<file path="config.mk">
export PLATFORM = sky130hd
export DESIGN_NAME = ppm_slot_modulator_flat
export DESIGN_NICKNAME = d
export VERILOG_FILES = /design/src/rtl/ppm_slot_modulator_if.sv /design/src/rtl/ppm_slot_modulator.sv /design/src/flat_wrapper.sv
export SDC_FILE = /design/constraint.sdc
export NUM_CORES = 1
export LEC_CHECK = 0
export ABC_CLOCK_PERIOD_IN_PS = 2570
export BUFFER_PORTS_ARGS = -buffer_cell sky130_fd_sc_hd__buf_2
export CORE_UTILIZATION = 35
export CTS_CLUSTER_SIZE = 12
export DETAILED_ROUTE_END_ITERATION = 10
export GPL_TIMING_DRIVEN = 1
export SETUP_SLACK_MARGIN = 0.4
export SYNTH_ARGS = -nofsm -noshare
export SYNTH_HDL_FRONTEND = slang
export SYNTH_SLANG_ARGS = --single-unit
</file>
<file path="constraint.sdc">
create_clock -name clk -period 2.57 [get_ports clk]
set_input_delay 0.257 -clock clk [delete_from_list [all_inputs] [get_ports clk]]
set_output_delay 0.257 -clock clk [all_outputs]
set_load 0.05 [all_outputs]
</file>
<file path="src/rtl/ppm_slot_modulator_if.sv">
// ---------------------------------------------------------------------------
// ppm_slot_modulator_if
// Symbol/control bundle between the transmitter sequencer and the 4-PPM slot
// modulator.
//   start      : frame start strobe (single cycle)
//   abort      : synchronous frame abort
//   sym_in     : 2-bit symbol from the serializer
//   ppm_out    : registered PPM pulse to the laser/LED driver
//   busy       : registered, high while a frame is in progress
//   frame_done : registered single-cycle pulse at normal frame end
// master = sequencer side, slave = modulator side.
// ---------------------------------------------------------------------------
interface ppm_slot_modulator_if;
   logic       start;
   logic       abort;
   logic [1:0] sym_in;
   logic       ppm_out;
   logic       busy;
   logic       frame_done;

   modport master (output start, abort, sym_in,
                   input  ppm_out, busy, frame_done);
   modport slave  (input  start, abort, sym_in,
                   output ppm_out, busy, frame_done);
endinterface

</file>
<file path="src/rtl/ppm_slot_modulator.sv">
// ---------------------------------------------------------------------------
// ppm_slot_modulator
// Converts a frame of NUM_SYM 2-bit symbols into 4-PPM pulses: each symbol
// period of SYM_LEN cycles is split into four slots and one PULSE_W-wide pulse
// is placed at the start of the slot selected by the symbol (binary mapping).
// Ports:
//   clk   : system clock
//   rst_n : asynchronous active-low reset
//   bus   : ppm_slot_modulator_if.slave (start/abort/sym_in in,
//           ppm_out/busy/frame_done out, all outputs registered)
// ---------------------------------------------------------------------------
module ppm_slot_modulator #(
   parameter int SYM_LEN = 128,
   parameter int PULSE_W = 8,
   parameter int LEAD    = 2,
   parameter int NUM_SYM = 4
) (
   input  logic                  clk,
   input  logic                  rst_n,
   ppm_slot_modulator_if.slave   bus
);

   localparam int CW = $clog2(SYM_LEN);
   localparam int IW = (NUM_SYM > 1) ? $clog2(NUM_SYM) : 1;

   localparam logic [CW-1:0] LEAD_LAST = CW'(LEAD - 1);
   localparam logic [CW-1:0] CNT_LAST  = CW'(SYM_LEN - 1);
   localparam logic [CW-1:0] PW_M1     = CW'(PULSE_W - 1);
   localparam logic [IW-1:0] IDX_LAST  = IW'(NUM_SYM - 1);

   typedef enum logic [1:0] {S_IDLE, S_WAIT, S_SYM} state_t;

   state_t          r_state, w_state_nxt;
   logic [CW-1:0]   r_cnt, w_cnt_nxt;
   logic [IW-1:0]   r_sym_idx, w_idx_nxt;
   logic [1:0]      r_sym, w_sym_nxt;
   logic            r_ppm, w_ppm_nxt;
   logic            r_busy, w_busy_nxt;
   logic            r_done, w_done_nxt;

   logic            w_lead_end, w_period_end, w_last_sym, w_in_pulse;
   logic [CW-1:0]   w_base, w_end;

   assign w_lead_end   = (r_cnt == LEAD_LAST);
   assign w_period_end = (r_cnt == CNT_LAST);
   assign w_last_sym   = (r_sym_idx == IDX_LAST);
   // slot base = sym * SYM_LEN/4; SYM_LEN is a power of two so this is a shift
   assign w_base       = {r_sym, {(CW-2){1'b0}}};
   // PULSE_W <= SLOT_LEN keeps w_end inside the period, no wrap possible
   assign w_end        = w_base + PW_M1;
   assign w_in_pulse   = (r_cnt >= w_base) && (r_cnt <= w_end);

   // state register
   always_ff @(posedge clk or negedge rst_n) begin
      if (!rst_n) r_state <= S_IDLE;
      else        r_state <= w_state_nxt;
   end

   // next-state logic
   always_comb begin
      w_state_nxt = r_state;
      case (r_state)
         S_IDLE: if (bus.start && !bus.abort)       w_state_nxt = S_WAIT;
         S_WAIT: if (bus.abort)                     w_state_nxt = S_IDLE;
                 else if (w_lead_end)               w_state_nxt = S_SYM;
         S_SYM:  if (bus.abort)                     w_state_nxt = S_IDLE;
                 else if (w_period_end && w_last_sym) w_state_nxt = S_IDLE;
         default:                                   w_state_nxt = S_IDLE;
      endcase
   end

   // output / datapath next values
   always_comb begin
      w_cnt_nxt  = r_cnt;
      w_idx_nxt  = r_sym_idx;
      w_sym_nxt  = r_sym;
      w_ppm_nxt  = 1'b0;
      w_busy_nxt = r_busy;
      w_done_nxt = 1'b0;
      case (r_state)
         S_IDLE: begin
            // abort beats a simultaneous start
            if (bus.start && !bus.abort) begin
               w_cnt_nxt  = '0;
               w_busy_nxt = 1'b1;
            end
         end
         S_WAIT: begin
            if (bus.abort) begin
               w_cnt_nxt  = '0;
               w_busy_nxt = 1'b0;
            end else if (w_lead_end) begin
               w_sym_nxt = bus.sym_in;
               w_cnt_nxt = '0;
               w_idx_nxt = '0;
            end else begin
               w_cnt_nxt = r_cnt + 1'b1;
            end
         end
         S_SYM: begin
            if (bus.abort) begin
               w_cnt_nxt  = '0;
               w_busy_nxt = 1'b0;
            end else begin
               // pulse is registered: visible one cycle after cnt hits base
               w_ppm_nxt = w_in_pulse;
               if (w_period_end) begin
                  w_cnt_nxt = '0;
                  if (w_last_sym) begin
                     w_busy_nxt = 1'b0;
                     w_done_nxt = 1'b1;
                  end else begin
                     w_idx_nxt = r_sym_idx + 1'b1;
                     w_sym_nxt = bus.sym_in;
                  end
               end else begin
                  w_cnt_nxt = r_cnt + 1'b1;
               end
            end
         end
         default: begin
            w_cnt_nxt  = '0;
            w_busy_nxt = 1'b0;
         end
      endcase
   end

   always_ff @(posedge clk or negedge rst_n) begin
      if (!rst_n) begin
         r_cnt     <= '0;
         r_sym_idx <= '0;
         r_sym     <= '0;
         r_ppm     <= 1'b0;
         r_busy    <= 1'b0;
         r_done    <= 1'b0;
      end else begin
         r_cnt     <= w_cnt_nxt;
         r_sym_idx <= w_idx_nxt;
         r_sym     <= w_sym_nxt;
         r_ppm     <= w_ppm_nxt;
         r_busy    <= w_busy_nxt;
         r_done    <= w_done_nxt;
      end
   end

   assign bus.ppm_out    = r_ppm;
   assign bus.busy       = r_busy;
   assign bus.frame_done = r_done;

endmodule

</file>
<file path="src/flat_wrapper.sv">
// flat-port wrapper written by rule: the top's interface ports become plain ports
module ppm_slot_modulator_flat 
#(
   parameter int SYM_LEN = 128,
   parameter int PULSE_W = 8,
   parameter int LEAD    = 2,
   parameter int NUM_SYM = 4
)
  (clk, rst_n, bus_start, bus_abort, bus_sym_in, bus_ppm_out, bus_busy, bus_frame_done);
  ppm_slot_modulator_if bus_i ();
  input  logic clk;
  input  logic rst_n;
  input wire logic [$bits(bus_i.start)-1:0] bus_start;
  input wire logic [$bits(bus_i.abort)-1:0] bus_abort;
  input wire logic [$bits(bus_i.sym_in)-1:0] bus_sym_in;
  output wire logic [$bits(bus_i.ppm_out)-1:0] bus_ppm_out;
  output wire logic [$bits(bus_i.busy)-1:0] bus_busy;
  output wire logic [$bits(bus_i.frame_done)-1:0] bus_frame_done;
  assign bus_i.start = bus_start;
  assign bus_i.abort = bus_abort;
  assign bus_i.sym_in = bus_sym_in;
  assign bus_ppm_out = bus_i.ppm_out;
  assign bus_busy = bus_i.busy;
  assign bus_frame_done = bus_i.frame_done;
  ppm_slot_modulator #(.SYM_LEN(SYM_LEN), .PULSE_W(PULSE_W), .LEAD(LEAD), .NUM_SYM(NUM_SYM)) u_core (.clk(clk), .rst_n(rst_n), .bus(bus_i));
endmodule
</file>
==> flow_metrics.py <==
metrics = {
    "run_status": {
        "status": "complete, no violations",
    },
    "logic_synthesis": {
        "yosysUniqueCellTypes": 37,
        "synth_top_area_cell": "dfrtp_1",
        "synth_edf_count": 0,
        "yosysTopAreaCellShare_pct": 37.2,
        "syn_area_per_cell_um2": 9.45,
        "syn_inst": 114,
        "syn_area_mm2": 0.00108,
        "synthTopCellsByArea": "dfrtp_1, ha_1, nand2_1, o211ai_1, mux2_4",
        "synth_nets": 130,
        "ys_warn_count": 0,
        "async_flop_share_pct": 100,
        "ys_seq_area_share_pct": 37.2,
        "synthFlopType": "dfrtp_1",
        "synth.ff_latch_count": 16,
    },
    "sta": {
        "period_minus_slack_ns": 2.07,
        "min_period_over_period_pct": 80.7,
        "setup_tns_ns": 0,
        "max_freq_ghz": 0.482,
        "slew_violations": 0,
        "grt_setup_unrepaired": "no",
        "hold_violations": 0,
        "setup_violations": 0,
        "worst_slack_ns": 0.496,
        "fin_worst_skew_ns": 0.00200,
        "relSlewSlack_pct": 66.7,
        "tightest_slew_ns": 0.494,
    },
    "final_layout": {
        "nets": 143,
        "fin_cells": 156,
        "synthToLayoutAreaGrowth_pct": 13.0,
        "drive_above_1_share_pct": 21.6,
        "fin_area_mm2": 0.00122,
        "diodes": 0,
    },
    "placement": {
        "portBuffers": 8,
        "placed_cell_area_mm2": 0.00113,
        "dp.cells": 148,
        "dp_hpwl_um": 1630,
        "dp_slack_ns": 0.335,
        "place.gp.congestion": 0.802,
    },
    "setup_path": {
        "crit_end": "u_core.r_sym[1]$_DFFE_PN0P_",
        "critPathBufInv": 0,
        "cp_slowest_cell": "or4_4",
        "crit_path_max_fanout": 6,
        "cp_top_family": "simple AND/OR/NAND/NOR gates",
        "startpoint": "u_core.r_cnt[0]$_DFFE_PN0P_",
        "critical_path_class": "reg2reg",
        "crit_path_start_kind": "flop",
        "reg2reg_depth": 5,
        "r2r-end": "u_core.r_sym[1]$_DFFE_PN0P_",
        "cpPeakStageDelay_ns": 0.57,
        "critical_path_depth": 5,
        "r2r-start": "u_core.r_cnt[0]$_DFFE_PN0P_",
        "reg2reg_slack_ns": 0.50,
        "worstPathRequired_ns": 2.74,
        "path_cells": "ha_2 -> nand2_1 -> o31a_1 -> or4_4 -> mux2_4",
        "critPathCaptureType": "flop",
        "worstPathArrival_ns": 2.25,
    },
    "route": {
        "wl_per_cell_um": 14.3,
        "ant_nets": 0,
        "drt-pass1-iter-count": 4,
        "drc_errors": 0,
        "wl_um": 2240,
        "dr.first_iter.drc_count": 32,
        "viasPerCell": 5.60,
        "num_vias": 874,
    },
    "floorplan": {
        "die_w_um": 57.5,
        "num_rows": 19,
        "start_util_pct": 38.1,
        "coreArea_mm2": 0.00283,
        "dieArea_mm2": 0.00330,
        "pin_count": 9,
        "die_y_um": 57.5,
    },
    "min_path": {
        "hp-class": "in2reg",
        "holdPathStages": 2,
    },
    "clocking": {
        "insertion_delay_ns": 0.28,
        "cts.sinks": 16,
        "cts_tree": "built",
        "numCtsBuffers": 3,
        "cts-root-buf": "clkbuf_4",
        "clock_path_buffers": 2,
        "clkTransAtPathRegs_ns": 0.09,
        "ctsHtreeMaxLevel": 1,
    },
    "grt": {
        "grt_pass1_wl_um": 3780,
        "grt_util_all_layers_pct": 15.0,
        "grt_max_degree": 17,
        "overflow": 0,
        "first_global_vias": 834,
        "antenna_found_initial": 0,
    },
    "pwr": {
        "cellPowerDensity_mw_per_mm2": 860,
        "peakVddDrop_mv": 0.587,
        "p_leak_nw": 0.523,
    },
    "flow_run": {
        "drv_cap": 0,
    },
}
layer usage:
metal,wire length (µm),share of wire (%),track usage (%)
met5,0,0,0
met1,1100,49,20.1
met4,45,2.0,4.53
met2,979,44,22.8
met3,106,4.7,4.99
timing repair:
| action | in CTS | in global routing |
|---|---|---|
| hold buffers | 1 | 0 |
| resized for setup | 1 | 4 |
| pin swaps | 0 | 2 |
| buffers inserted | 0 | 4 |
| hold endpoints to repair | 16 | 0 |
| setup endpoints to repair | 3 | 4 |
registers in the layout, indices dropped and copies added, names as in the netlist:
register               count
u_core.r_cnt               7
u_core.bus.frame_done      1
u_core.r_sym               2
u_core.r_sym_idx           2
u_core.bus.busy            1
u_core.bus.ppm_out         1
u_core.r_state             2
report_power, final:
part | internal, mW | total [mW] | switching (mW) | leakage [nW]
logic | 0.267 | 0.571 | 0.304 | 0.297
clock network | 0.0544 | 0.131 | 0.0763 | 0.0138
registers | 0.307 | 0.346 | 0.0384 | 0.212
total | 0.629 | 1.05 | 0.418 | 0.523
cell families (layout without fill, tap and decap cells):
logic type / count (synthesis) / count (layout) / share of synthesized area [%]
buf+inv: 17 / 28 / 6.85
mux: 6 / 6 / 7.20
flops: 16 / 16 / 37.2
simple gates: 36 / 36 / 17.5
fa+ha+maj: 10 / 10 / 11.6
compound gates: 29 / 29 / 19.6
cell usage after synthesis, types with 2 or more instances:
cell type	count
clkbuf_1	2
inv_1	11
o311ai_0	2
ha_1	10
nand4_1	2
dfrtp_1	16
nand3_1	3
o211ai_1	7
buf_2	2
nor2b_1	4
a211oi_1	3
nor2_1	3
mux2_2	2
o2111ai_1	2
o21ai_0	7
nand2_1	15
mux2_4	3
how the worst min path moves through the flow:
stage,start,endpoint
2_1_floorplan,rst_n,u_core.bus.busy$_DFFE_PN0P_
3_3_place_gp,rst_n,u_core.r_sym_idx[0]$_DFFE_PN0P_
3_5_place_dp,rst_n,u_core.r_sym[1]$_DFFE_PN0P_
4_1_cts,bus_sym_in[1],u_core.r_sym[1]$_DFFE_PN0P_
5_1_grt,bus_sym_in[1],u_core.r_sym[1]$_DFFE_PN0P_
6_report,bus_sym_in[1],u_core.r_sym[1]$_DFFE_PN0P_
layout by cell type, fill, tap and decap left out, types with 2 or more instances in the layout:
| cell type | n |
|---|---|
| nand2_1 | 15 |
| dfrtp_1 | 15 |
| inv_1 | 11 |
| ha_1 | 9 |
| buf_2 | 8 |
| o21ai_0 | 7 |
| o211ai_1 | 7 |
| buf_4 | 5 |
| nor2b_1 | 4 |
| nor2_1 | 3 |
| nand3_1 | 3 |
| mux2_4 | 3 |
| a211oi_1 | 3 |
| clkbuf_4 | 3 |
| nand4_1 | 2 |
| mux2_2 | 2 |
| o2111ai_1 | 2 |
| o311ai_0 | 2 |
cell type report:
class	instances	area [µm²]
Tap cell	31	38.8
Fill cell	284	1610
Sequential cell	16	402
Timing Repair Buffer	14	87.6
Clock buffer	3	22.5
Inverter	11	41.3
Multi-Input combinational cell	81	626
metrics by stage:
step / hold WS, ns / power, mW / utilization, %
finish: 0.206 / 1.05 / 43.0
global route: 0.188 / 1.13 / 43.0
CTS: 0.207 / 0.965 / 41.3
detailed placement: 0.192 / 0.822 / 40.0
global placement: 0.190 / 0.812 / 40.0
floorplan: -0.0386 / 0.728 / -
No activity file was read; power rests on OpenSTA's default activity.
